[config.mk]
export PLATFORM = sky130hd
export DESIGN_NAME = ppu_vram_port
export DESIGN_NICKNAME = d
export VERILOG_FILES = /design/src/rtl/ppu_pkg.sv /design/src/rtl/ppu_cmd_fifo.sv /design/src/rtl/ppu_vram_port.sv
export SDC_FILE = /design/constraint.sdc
export NUM_CORES = 1
export LEC_CHECK = 0
export ABC_CLOCK_PERIOD_IN_PS = 5150
export BUFFER_PORTS_ARGS = -buffer_cell sky130_fd_sc_hd__buf_4
export CORE_MARGIN = 10
export CORE_UTILIZATION = 30
export CTS_BUF_LIST = sky130_fd_sc_hd__clkbuf_8
export DETAILED_ROUTE_END_ITERATION = 7
export PLACE_DENSITY_LB_ADDON = 0.2
export SLEW_MARGIN = 20
export SYNTH_ARGS = -nofsm -noshare
export SYNTH_HDL_FRONTEND = slang
export SYNTH_HIERARCHICAL = 1
export SYNTH_SLANG_ARGS = --single-unit
[constraint.sdc]
create_clock -name clk -period 5.15 [get_ports clk]
set_clock_uncertainty 0.05 [all_clocks]
set_input_delay 0.7725 -clock clk [delete_from_list [all_inputs] [get_ports clk]]
set_output_delay 0.7725 -clock clk [all_outputs]
set_load 0.02 [all_outputs]
[src/rtl/ppu_pkg.sv]
// ppu_pkg: register selects, command record and engine states shared by the VRAM port.
package ppu_pkg;
  localparam logic [2:0] PPUCTRL   = 3'd0;
  localparam logic [2:0] PPUMASK   = 3'd1;
  localparam logic [2:0] PPUSTATUS = 3'd2;
  localparam logic [2:0] OAMADDR   = 3'd3;
  localparam logic [2:0] OAMDATA   = 3'd4;
  localparam logic [2:0] PPUSCROLL = 3'd5;
  localparam logic [2:0] PPUADDR   = 3'd6;
  localparam logic [2:0] PPUDATA   = 3'd7;
  localparam int PPU_ADDR_W = 14;
  localparam int PPU_DATA_W = 8;
  typedef struct packed {
    logic                  we;
    logic [PPU_ADDR_W-1:0] addr;
    logic [PPU_DATA_W-1:0] data;
  } ppu_cmd_t;
  typedef enum logic {IDLE, REQ} eng_state_e;
endpackage

[src/rtl/ppu_cmd_fifo.sv]
// ppu_cmd_fifo: in-order command FIFO; a push into a full FIFO lands only if the head pops that cycle.
module ppu_cmd_fifo #(
  parameter int W     = 23,
  parameter int DEPTH = 4
) (
  input  logic         clk,
  input  logic         rst_i,
  input  logic         push_i,
  input  logic [W-1:0] data_i,
  input  logic         pop_i,
  output logic [W-1:0] data_o,
  output logic         full_o,
  output logic         empty_o
);
  localparam int AW = $clog2(DEPTH);
  logic [W-1:0] mem_q [DEPTH];
  logic [AW:0]  wr_q, rd_q;
  logic         do_push, do_pop;
  assign empty_o = wr_q == rd_q;
  assign full_o  = (wr_q[AW] != rd_q[AW]) && (wr_q[AW-1:0] == rd_q[AW-1:0]);
  assign do_pop  = pop_i & ~empty_o;
  assign do_push = push_i & (~full_o | do_pop);
  assign data_o  = mem_q[rd_q[AW-1:0]];
  always_ff @(posedge clk or posedge rst_i) begin
    if (rst_i) begin
      wr_q <= '0;
      rd_q <= '0;
    end else begin
      if (do_push) wr_q <= wr_q + 1'b1;
      if (do_pop) rd_q <= rd_q + 1'b1;
    end
  end
  always_ff @(posedge clk) begin
    if (do_push) mem_q[wr_q[AW-1:0]] <= data_i;
  end
endmodule

[src/rtl/ppu_vram_port.sv]
// ppu_vram_port: CPU PPUADDR/PPUDATA front end queuing VRAM accesses to the memory arbiter.
// Define VRAM_MIRROR_EN to fold issued addresses 0x3000-0x3EFF onto 0x2000-0x2EFF.
module ppu_vram_port
  import ppu_pkg::*;
#(
  parameter int ADDR_W     = 14,
  parameter int DATA_W     = 8,
  parameter int FIFO_DEPTH = 4
) (
  input  logic              clk,
  input  logic              rst_in,
  input  logic              ncs_in,
  input  logic              r_nw_in,
  input  logic [2:0]        sel_in,
  input  logic [DATA_W-1:0] cpu_d_in,
  output logic [DATA_W-1:0] cpu_d_out,
  input  logic              addr_incr_in,
  output logic              mem_req_out,
  output logic              mem_we_out,
  output logic [ADDR_W-1:0] mem_addr_out,
  output logic [DATA_W-1:0] mem_wdata_out,
  input  logic              mem_ack_in,
  input  logic [DATA_W-1:0] mem_rdata_in,
  output logic [ADDR_W-1:0] vaddr_out,
  output logic              busy_out,
  output logic              ovf_out
);
  typedef struct packed {
    logic              we;
    logic [ADDR_W-1:0] addr;
    logic [DATA_W-1:0] data;
  } cmd_t;
  cmd_t              push_cmd, head;
  eng_state_e        state_q, state_d;
  logic              ncs_q, byte_sel_q, byte_sel_d, ovf_q, ovf_d, we_q, we_d;
  logic              access, addr_wr, stat_rd, push, pop, ack, full, empty;
  logic [5:0]        t_hi_q, t_hi_d;
  logic [ADDR_W-1:0] v_q, v_d, addr_q, addr_d, issue_addr;
  logic [DATA_W-1:0] rd_buf_q, rd_buf_d, dout_q, dout_d, wdata_q, wdata_d;
  ppu_cmd_fifo #(.W($bits(cmd_t)), .DEPTH(FIFO_DEPTH)) u_fifo (
    .clk    (clk),
    .rst_i  (rst_in),
    .push_i (push),
    .data_i (push_cmd),
    .pop_i  (pop),
    .data_o (head),
    .full_o (full),
    .empty_o(empty)
  );
`ifdef VRAM_MIRROR_EN
  assign issue_addr = (head.addr >= ADDR_W'(14'h3000) && head.addr <= ADDR_W'(14'h3EFF)) ?
                      head.addr & ~(ADDR_W'(1) << 12) : head.addr;
`else
  assign issue_addr = head.addr;
`endif
  always_comb begin
    access     = ncs_q & ~ncs_in;
    addr_wr    = access & ~r_nw_in & (sel_in == PPUADDR);
    stat_rd    = access & r_nw_in & (sel_in == PPUSTATUS);
    push       = access & (sel_in == PPUDATA);
    push_cmd   = '{we: ~r_nw_in, addr: v_q, data: cpu_d_in};
    t_hi_d     = addr_wr & ~byte_sel_q ? cpu_d_in[5:0] : t_hi_q;
    byte_sel_d = addr_wr ? ~byte_sel_q : stat_rd ? 1'b0 : byte_sel_q;
    v_d        = addr_wr & byte_sel_q ? ADDR_W'({t_hi_q, cpu_d_in[7:0]}) :
                 push ? v_q + (addr_incr_in ? ADDR_W'(32) : ADDR_W'(1)) : v_q;
    dout_d     = push & r_nw_in ? rd_buf_q : dout_q;
    ovf_d      = ovf_q | (push & full & ~pop);
  end
  // Issue pops the head straight into the request registers; ack only counts in REQ.
  always_comb begin
    pop      = (state_q == IDLE) & ~empty;
    ack      = (state_q == REQ) & mem_ack_in;
    state_d  = pop ? REQ : ack ? IDLE : state_q;
    we_d     = pop ? head.we : we_q;
    addr_d   = pop ? issue_addr : addr_q;
    wdata_d  = pop ? head.data : wdata_q;
    rd_buf_d = ack & ~we_q ? mem_rdata_in : rd_buf_q;
  end
  always_ff @(posedge clk or posedge rst_in) begin
    if (rst_in) begin
      ncs_q      <= 1'b1;
      byte_sel_q <= 1'b0;
      t_hi_q     <= '0;
      v_q        <= '0;
      dout_q     <= '0;
      rd_buf_q   <= '0;
      ovf_q      <= 1'b0;
      state_q    <= IDLE;
      we_q       <= 1'b0;
      addr_q     <= '0;
      wdata_q    <= '0;
    end else begin
      ncs_q      <= ncs_in;
      byte_sel_q <= byte_sel_d;
      t_hi_q     <= t_hi_d;
      v_q        <= v_d;
      dout_q     <= dout_d;
      rd_buf_q   <= rd_buf_d;
      ovf_q      <= ovf_d;
      state_q    <= state_d;
      we_q       <= we_d;
      addr_q     <= addr_d;
      wdata_q    <= wdata_d;
    end
  end
  assign mem_req_out   = state_q == REQ;
  assign mem_we_out    = we_q;
  assign mem_addr_out  = addr_q;
  assign mem_wdata_out = wdata_q;
  assign cpu_d_out     = dout_q;
  assign vaddr_out     = v_q;
  assign busy_out      = ~empty | mem_req_out;
  assign ovf_out       = ovf_q;
endmodule

* Yosys cells after proc, flatten, opt, wreduce, memory -nomap -nowiden
Memory sizes are Yosys's and may differ from the RTL's. A register that Yosys moved wholly into a read port is not among the register bits.
Index checks and enable logic that the tools add are counted.
** Storage, ports and cells
- RAM bits :: 92
- Memories kept :: 1
- Register bits after elaboration :: 46
- Word-level logic and storage cells :: 60
- Output and inout port bits :: 48
** Memories
- u_fifo.mem_q :: words 4, width 23, rd ports 1, clocked after memory_dff 1, write ports 1, RTL line ppu_cmd_fifo.sv:16 : logic [W-1:0] mem_q [DEPTH];
** Cells by class
- Add/sub/neg operators :: 3
- Eq/ne operators :: 6
- Mux-type cells :: 9
- Reductions and logical operators :: 4
- Bitwise operators :: 27
** Operators with widths (count)
- 2-to-1 mux 14 bit :: 2
- bitwise AND 1 bit :: 16
- adder 14 x 6 -> 14 bit :: 1
- inverter 1 bit :: 8
- adder 3 x 1 -> 3 bit (second input constant) :: 2
- == test 3 bit (second input constant) :: 2
- 2-to-1 mux 1 bit :: 6
- 2-to-1 mux 6 bit :: 1
- nonzero test 2 bit :: 3
- == test 3 x 2 -> 1 bit (second input constant) :: 1
- == test 3 bit :: 1
- bitwise OR 1 bit :: 3
- == test 2 bit :: 1
- logical AND 1 bit :: 1
- != test 1 bit :: 1

* Logic depth before layout (Yosys ltp)
Gate-level depths: netlist of run 1.
- Word-level depth :: 8
- Mapped depth :: 7
- Mapped depth without buffers :: 7

* By module
Netlist of run 1, hierarchy kept.
** By module, submodules not included
- ppu_cmd_fifo :: cells an instance 157, sequential area each 2912.8 um^2, instances 1, area each 3781.1 um^2
- ppu_vram_port :: cells an instance 229, sequential area each 1577.8 um^2, instances 1, area each 2919.0 um^2

* Least setup slack after synthesis of run 1
OpenSTA, ideal clock, no wires.
- Path kind :: reg-to-reg
- Start :: register u_fifo.rd_q[1]
- End :: memory u_fifo.mem_q[0][0], enable pin
- Setup slack :: 2389 ps
- Stages on the path, launching flop included :: 8
- Arrival :: 2355 ps
- Period minus slack after synthesis :: 2761 ps
- Cell sequence :: dfrtp_1 > buf_6 > xor2_4 > nor3_1 > nor2_1 > buf_2 > or4_4 > and3_1
** On the way
- Cells in the longest elaborated chain, start to end :: 8
- Elaborated cells between the ends (all ways) :: 11
- Those cells by class :: 2 x eq/ne; 2 x mux; 6 x bitwise; 1 x reduce/logical
** RTL lines
- from (decl) :: RTL line ppu_cmd_fifo.sv:17 : logic [AW:0] wr_q, rd_q;
- from (signal assigned) :: RTL line ppu_cmd_fifo.sv:30 : if (do_pop) rd_q <= rd_q + 1'b1;
- == test 3 bit :: RTL line ppu_cmd_fifo.sv:19 : assign empty_o = wr_q == rd_q;
- named net empty :: RTL line ppu_vram_port.sv:36 : logic access, addr_wr, stat_rd, push, pop, ack, full, empty;
- inverter 1 bit :: RTL line ppu_vram_port.sv:71 : pop = (state_q == IDLE) & ~empty;
- bitwise AND 1 bit :: RTL line ppu_vram_port.sv:71
- named net pop :: RTL line ppu_vram_port.sv:36
- bitwise AND 1 bit :: RTL line ppu_cmd_fifo.sv:21 : assign do_pop = pop_i & ~empty_o;
- bitwise OR 1 bit :: RTL line ppu_cmd_fifo.sv:22 : assign do_push = push_i & (~full_o | do_pop);
- bitwise AND 1 bit :: RTL line ppu_cmd_fifo.sv:22
- 2-to-1 mux 1 bit :: RTL line ppu_cmd_fifo.sv:34 : if (do_push) mem_q[wr_q[AW-1:0]] <= data_i;
- 2-to-1 mux 1 bit (implied by the code) :: RTL line ppu_cmd_fifo.sv:34
- to (decl) :: RTL line ppu_cmd_fifo.sv:16
The timed path passes the listed nets, and every way through them passes these cells.

* Worst setup path in the final report of run 1
- Start :: register u_fifo.rd_q[0]
- End :: memory u_fifo.mem_q[3][20], enable pin
** On the way
- Cells in the longest elaborated chain, start to end :: 8
- Elaborated cells between the ends (all ways) :: 11
- Those cells by class :: 2 x eq/ne; 2 x mux; 6 x bitwise; 1 x reduce/logical
** RTL lines (RTL line)
- == test 3 bit * :: ppu_cmd_fifo.sv:19
- named net empty :: ppu_vram_port.sv:36
- inverter 1 bit * :: ppu_cmd_fifo.sv:21, ppu_vram_port.sv:71
- bitwise AND 1 bit :: ppu_vram_port.sv:71
- bitwise AND 1 bit * :: ppu_cmd_fifo.sv:21
- bitwise OR 1 bit * :: ppu_cmd_fifo.sv:22
- bitwise AND 1 bit * :: ppu_cmd_fifo.sv:22
- 2-to-1 mux 1 bit * :: ppu_cmd_fifo.sv:34
- 2-to-1 mux 1 bit (implied by the code) * :: ppu_cmd_fifo.sv:34
The timed path passes the listed nets; every way through them passes the cells marked *.

==> results of run 1 <==
worst register-to-register path, cell delays in order (launching register included):
cell and delay (ns):
dfrtp_2 0.35, buf_4 0.46, xor2_4 0.20, nor3_1 0.36, nor2_2 0.07, buf_4 0.27
o41ai_2 0.46, inv_1 0.55
cell families (layout without fill, tap and decap cells):
| group | Yosys count | count (layout) |
|---|---|---|
| muxes | 73 | 73 |
| AOI/OAI and AO/OA | 33 | 33 |
| buffers and inverters | 41 | 123 |
| xor gates and xnor gates | 12 | 12 |
| DFF | 161 | 161 |
| and+or+nand+nor | 58 | 58 |
| adders and majority gates | 8 | 8 |
final cells by class:
type	instances	area [µm²]	area share
sequential	161	4490	0.571
clock buffer	18	248	0.0315
multi-input combinational	184	1960	0.250
timing repair buffer	77	578	0.0735
inverter	14	52.6	0.00668
clock inverter	14	181	0.0231
tap	280	350	0.0445
metal layers:
metal  part of all wire  wire [µm]
met3              0.056        821
met2               0.51       7520
met1               0.42       6100
met5                  0          0
met4              0.012        173
placed cells by master, fill, tap and decap left out, types with 7 or more instances in the layout:
cell      instances
mux4_2           23
nand2_1          10
buf_4            77
ha_1              8
mux2_2           39
clkbuf_8         18
nand3_1           9
edfxtp_1         92
dfrtp_1          67
xnor2_1           9
nor3_1            9
o21ai_0           7
inv_1            12
state kept, by name (all words and copies together) (netlist names):
register       flops
vaddr_out         14
cpu_d_out          8
u_fifo/rd_q        3
rd_buf_q           8
mem_we_out         1
mem_addr_out      14
ovf_out            1
u_fifo/mem_q      92
ncs_q              1
t_hi_q             6
mem_req_out        1
mem_wdata_out      8
u_fifo/wr_q        3
byte_sel_q         1
worst paths after layout:
check	from	to	slack, ns	depth (start not counted)
worst max-delay path	u_fifo/rd_q[0]$_DFFE_PP0P_	u_fifo/mem_q[3][20]$_DFFE_PP_	1.94	7
worst min-delay path	rst_in	u_fifo/rd_q[0]$_DFFE_PP0P_	0.23	2
worst max register to register	u_fifo/rd_q[0]$_DFFE_PP0P_	u_fifo/mem_q[3][20]$_DFFE_PP_	1.94	7
worst min register to register	rd_buf_q[2]$_DFFE_PP0P_	rd_buf_q[2]$_DFFE_PP0P_	0.46	1
max in group asynchronous	rst_in	vaddr_out[6]$_DFFE_PP0P_	3.93	3
min in group clk	ncs_in	ncs_q$_DFF_PP1_	0.38	1
report_power, final:
group	internal, mW	switching [mW]	total (mW)
combinational	0.674	0.677	1.35
clock	0.498	0.475	0.973
sequential	1.61	0.195	1.81
total	2.78	1.35	4.13
stage by stage:
| stage | total power [mW] | hold slack (ns) | instance area [µm²] | utilization | cells |
|---|---|---|---|---|---|
| after global placement | 3.21 | 0.432 | 7430 | 0.340 | 716 |
| final | 4.13 | 0.229 | 7870 | 0.359 | 748 |
| after global routing | 4.37 | 0.220 | 7870 | 0.359 | 748 |
| after detailed placement | 3.23 | 0.440 | 7440 | 0.340 | 716 |
| after floorplan | 2.76 | 0.399 | 6700 | - | 386 |
| after CTS | 4.22 | 0.198 | 7870 | 0.359 | 748 |
==> metrics.md, run 1 <==
| Metric | Value |
|---|---|
| Register area share after synthesis | `0.670` |
| IO buf count | `72` |
| Largest family of logic cells by synthesized area | `multiplexers` |
| Layout area overhead | `17.4%` |
| H-Tree Level Count | `4` |
| Synth warn | `6` |
| Slowest cell on the critical path | `inv_1` |
| CTS Buf Count | `17` |
| Nature of the critical path startpoint | `flip-flop` |
| CTS tree | `done` |
| Worst-path clk slew | `0.09 ns` |
| Most frequent cell after synthesis | `edfxtp_1` |
| Avg Cell Area, Syn | `17.4 µm²` |
| Routed vias/inst | `4.73` |
| Site Rows | `54` |
| Initial antenna violation count | `0` |
| Simple logic cell fraction of the synthesized area | `0.0527` |
| LEAKAGE | `3.00 nW` |
| CP max stage delay | `0.55 ns` |
| Number of synthesized flops with an enable pin | `92` |
| Drt wl/cell | `19.5 µm` |
| Syn_nets | `419` |
| Compound-Gate Fraction of Synth Area | `0.0401` |
| Chip Width | `169 µm` |
| RSZ-0062 raised after global routing | `false` |
| DRC Markers | `0` |
| Crit path max-delay family | `buffers and inverters` |
| Routed WL | `14600 µm` |
| Synth area leaders | `edfxtp_1, dfrtp_1, mux4_2, mux2_2, buf_4` |
| 1st-iter DRT viols | `220` |
| First-pass GRT wire length | `22500 µm` |
| Drt pass-1 iters | `4` |
| Fill cells | `2136` |
| Max clock buf depth | `2` |
| Core area | `21900 µm²` |
| Primary FF master, synth | `edfxtp_1` |
| Hpwl dp | `10200 µm` |
| Final ANT Viol Nets | `0` |
| Die ar. | `28700 µm²` |
| Number of global-route vias before repair | `3799` |
| Max-Cap Viols | `0` |
| Final WS setup | `1.94 ns` |
| Layout cells sized above 1 | `0.423` |
| Worst slew margin | `0.295` |
| RD Place Congestion | `0.800` |
| Clock Sinks | `161` |
| Largest net degree at the start of global routing | `64` |
| Synthesized area | `6700 µm²` |
| Peak Freq | `312 MHz` |
| Final Hold Viols | `0` |
| Post-synth ARST share | `0.429` |
| Met2 Use GR | `0.170` |
| WP buf/inv | `3` |
| CTS Hold Bufs | `0` |
| Post-CTS setup buffers | `0` |
| Met3 Track Usage GR | `0.0283` |
| Post-Synth XOR/XNOR Area | `0.0213` |
| Crit-path most repeated cell | `buf_4` |
| Final Cycle Share | `0.623` |
| Most used routing layer | `met2` |
| Die H | `169 µm` |
| Max VDD drop | `195 µV` |
| DP Worst Slack | `1.70 ns` |
| Worst-path maximum fanout | `28` |
| Share of the synthesized area in the top cell type | `0.412` |
| Area leader, netlist | `edfxtp_1` |
| Grt total ovfl | `0` |
| DR vias | `3541` |
| Worst-path cell chain | `buf_4 -> xor2_4 -> nor3_1 -> nor2_2 -> buf_4 -> o41ai_2 -> inv_1` |
| # diodes | `0` |
| Root Buffer | `clkbuf_8` |
| Synth unique cells | `50` |
| Worst Setup End Kind | `flip-flop` |
| Total GRT Usage | `0.104` |
| Post-Synth Adder-Cell Area | `0.0149` |
| Setup CP Type | `flip-flop to flip-flop` |
| I/O pin cnt | `73` |
| Mux cell area share after synthesis | `0.163` |
| Worst skew pair latency | `0.45 ns` |
| Power density over cell area | `525 nW/µm²` |
| Synth top cells by count | `edfxtp_1, dfrtp_1, mux2_2, mux4_2, buf_4` |
| Synthesized flop and latch total | `161` |
| Tmin final | `3.21 ns` |
| Status | `finished clean` |
| Critical path data arrival time | `3.17 ns` |
| Worst slew pin tran | `1.06 ns` |
| Req. time, crit path | `5.11 ns` |
| Final setup viols | `0` |
| Worst hold path class | `primary input to asynchronous set/reset pin` |
| Grt met1 use | `0.128` |
| Nets | `488` |
| Starting Density | `0.306` |
| Setup TNS | `0 ns` |
| Synth Instances | `386` |
| Cts repair resizes | `0` |
| Pins over their slew limit | `0` |
(Power assumes the default switching activity.)
==> inputs of run 2 (changes only) <==
- ABC_CLOCK_PERIOD_IN_PS: 5150 -> 3100
- clock period: 5.15 -> 3.1 ns (I/O delays scaled with it)
==> run 2 against run 1 <==
- clock power is 42% higher
- die area is the same
- maximum frequency increased by 22%
- critical path type unchanged
- cell area is 0.68% higher
- total power grew 61%
- count of clock-buffer cells in the layout unchanged
- highest routed layer unchanged
- global-route usage rose by 0.34 points
- setup slack worse by 1.5 ns
- core utilization rose by 0.25 points
==> metrics.md, run 2 (synthesis gave the netlist of run 1 again) <==
| Metric | Value |
|---|---|
| Status | `finished clean` |
| Clock Sinks | `161 (unchanged)` |
| Chip Width | `169 µm (unchanged)` |
| Total GRT Usage | `0.107 (+0.00339)` |
| Max FFs per register | `92 (unchanged)` |
| DP Worst Slack | `0.494 ns (-1.20 ns)` |
| Site Rows | `54 (unchanged)` |
| Largest net degree at the start of global routing | `39 (-39%)` |
| Cell area after layout | `7920 µm² (+0.68%)` |
| Drt pass-1 iters | `4 (unchanged)` |
| Die H | `169 µm (unchanged)` |
| CTS tree | `done` |
| I/O pin cnt | `73 (unchanged)` |
| First-pass GRT wire length | `23300 µm (+3.9%)` |
| LEAKAGE | `3.03 nW (+1.2%)` |
| Hpwl dp | `10500 µm (+3.3%)` |
| Worst-path cell chain | `xor2_4 -> nor3_1 -> nor2_2 -> or4_4 -> and3_1 -> buf_12` |
| Worst Setup End Kind | `flip-flop` |
| Nets | `498 (+2.0%)` |
| H-Tree Level Count | `4 (unchanged)` |
| Worst slew margin | `0.607 (+0.312)` |
| Number of global-route vias before repair | `3827 (+0.74%)` |
| Final Hold Viols | `0 (unchanged)` |
| Initial antenna violation count | `0 (unchanged)` |
| Post-CTS setup buffers | `0 (unchanged)` |
| Most frequent cells in the layout | `edfxtp_1, buf_4, dfrtp_1` |
| Worst-path maximum fanout | `14 (-50%)` |
| RSZ-0062 raised after global routing | `false` |
| Setup CP Type | `flip-flop to flip-flop` |
| Routed vias/inst | `4.72 (-0.26%)` |
| Fill cells | `2117 (-0.89%)` |
| Cts repair resizes | `0 (unchanged)` |
| CTS Buf Count | `17 (unchanged)` |
| Starting Density | `0.306 (unchanged)` |
| Critical path data arrival time | `2.79 ns (-0.38 ns)` |
| Req. time, crit path | `3.26 ns (-1.85 ns)` |
| WP buf/inv | `1 (-2)` |
| CP max stage delay | `0.56 ns (about the same)` |
| Slowest cell on the critical path | `or4_4` |
| Worst skew pair latency | `0.45 ns (about the same)` |
| Power density over cell area | `839 nW/µm² (+60%)` |
| Setup TNS | `0 ns (unchanged)` |
| Placed cell areas | `7550 µm² (+1.6%)` |
| Multi-input logic area | `1960 µm² (-0.13%)` |
| Layout cells sized above 1 | `0.427 (+0.00370)` |
| Layout area overhead | `18.2%` |
| DR vias | `3579 (+1.1%)` |
| Worst-path clk slew | `0.09 ns (about the same)` |
| Worst slew pin tran | `0.589 ns (-0.468 ns)` |
| Final Cycle Share | `0.848 (+0.225)` |
| Final setup viols | `0 (unchanged)` |
| Most common cell after layout, fill and taps aside | `edfxtp_1` |
| Core area | `21900 µm² (unchanged)` |
| Die ar. | `28700 µm² (unchanged)` |
| Nature of the critical path startpoint | `flip-flop` |
| 1st-iter DRT viols | `159 (-28%)` |
| Tmin final | `2.63 ns (-0.578 ns)` |
| Grt total ovfl | `0 (unchanged)` |
| Max VDD drop | `298 µV (+53%)` |
| CTS Hold Bufs | `1 (+1)` |
| Max-Cap Viols | `0 (unchanged)` |
| DRC Markers | `0 (unchanged)` |
| Drt wl/cell | `19.6 µm (+0.11%)` |
| Worst hold path class | `primary input to flip-flop` |
| # diodes | `0 (unchanged)` |
| Finished Core Util | `0.362 (+0.00246)` |
| Max clock buf depth | `2 (unchanged)` |
| Peak Freq | `381 MHz (+22%)` |
| RD Place Congestion | `0.772 (-3.5%)` |
| Final WS setup | `0.472 ns (-1.47 ns)` |
| Routed WL | `14800 µm (+1.4%)` |
| Final ANT Viol Nets | `0 (unchanged)` |
| IO buf count | `72 (unchanged)` |
| Root Buffer | `clkbuf_8` |
| Crit path max-delay family | `simple AND/OR/NAND/NOR gates` |
| Reg area | `4490 µm² (unchanged)` |
| Pins over their slew limit | `0 (unchanged)` |
==> run 2: final timing paths <==
| kind | slack [ns] | from | end | cells after the start |
|---|---|---|---|---|
| setup reg to reg | 0.47 | u_fifo/wr_q[0]$_DFFE_PP0P_ | u_fifo/mem_q[1][12]$_DFFE_PP_ | 6 |
| setup / recovery | 0.47 | u_fifo/wr_q[0]$_DFFE_PP0P_ | u_fifo/mem_q[1][12]$_DFFE_PP_ | 6 |
| max in group asynchronous | 1.70 | rst_in | ncs_q$_DFF_PP1_ | 4 |
| hold / removal | 0.07 | ncs_in | ncs_q$_DFF_PP1_ | 1 |
| hold reg to reg | 0.46 | rd_buf_q[3]$_DFFE_PP0P_ | rd_buf_q[3]$_DFFE_PP0P_ | 1 |
| min in group asynchronous | 0.48 | rst_in | u_fifo/rd_q[1]$_DFFE_PP0P_ | 3 |
==> run 2: cell type report <==
cell class / instances / share of cell area
sequential: 161 / 0.567
clock inverter: 14 / 0.0139
multi-input combinational: 184 / 0.248
tap: 280 / 0.0442
inverter: 14 / 0.00664
clock buffer: 18 / 0.0313
timing repair buffer: 87 / 0.0891
==> run 2: metal layers <==
metal  wire length, µm  track usage
met1              6550        0.137
met2              7270        0.170
met3               831       0.0315
met5                 0            0
met4               174       0.0360
==> run 2: through the flow <==
stage / std cells / hold WS (ns) / power [mW]
2_1_floorplan: 386 / 0.206 / 4.59
3_5_place_dp: 725 / 0.379 / 5.38
6_report: 758 / 0.0687 / 6.64
3_3_place_gp: 725 / 0.384 / 5.33
4_1_cts: 758 / 0.0334 / 6.78
5_1_grt: 758 / 0.0272 / 7.05
==> run 2: power breakdown <==
| group | switching, mW | total [mW] | internal [mW] |
|---|---|---|---|
| sequential | 0.327 | 3.00 | 2.68 |
| combinational | 1.13 | 2.26 | 1.13 |
| clock | 0.800 | 1.38 | 0.583 |
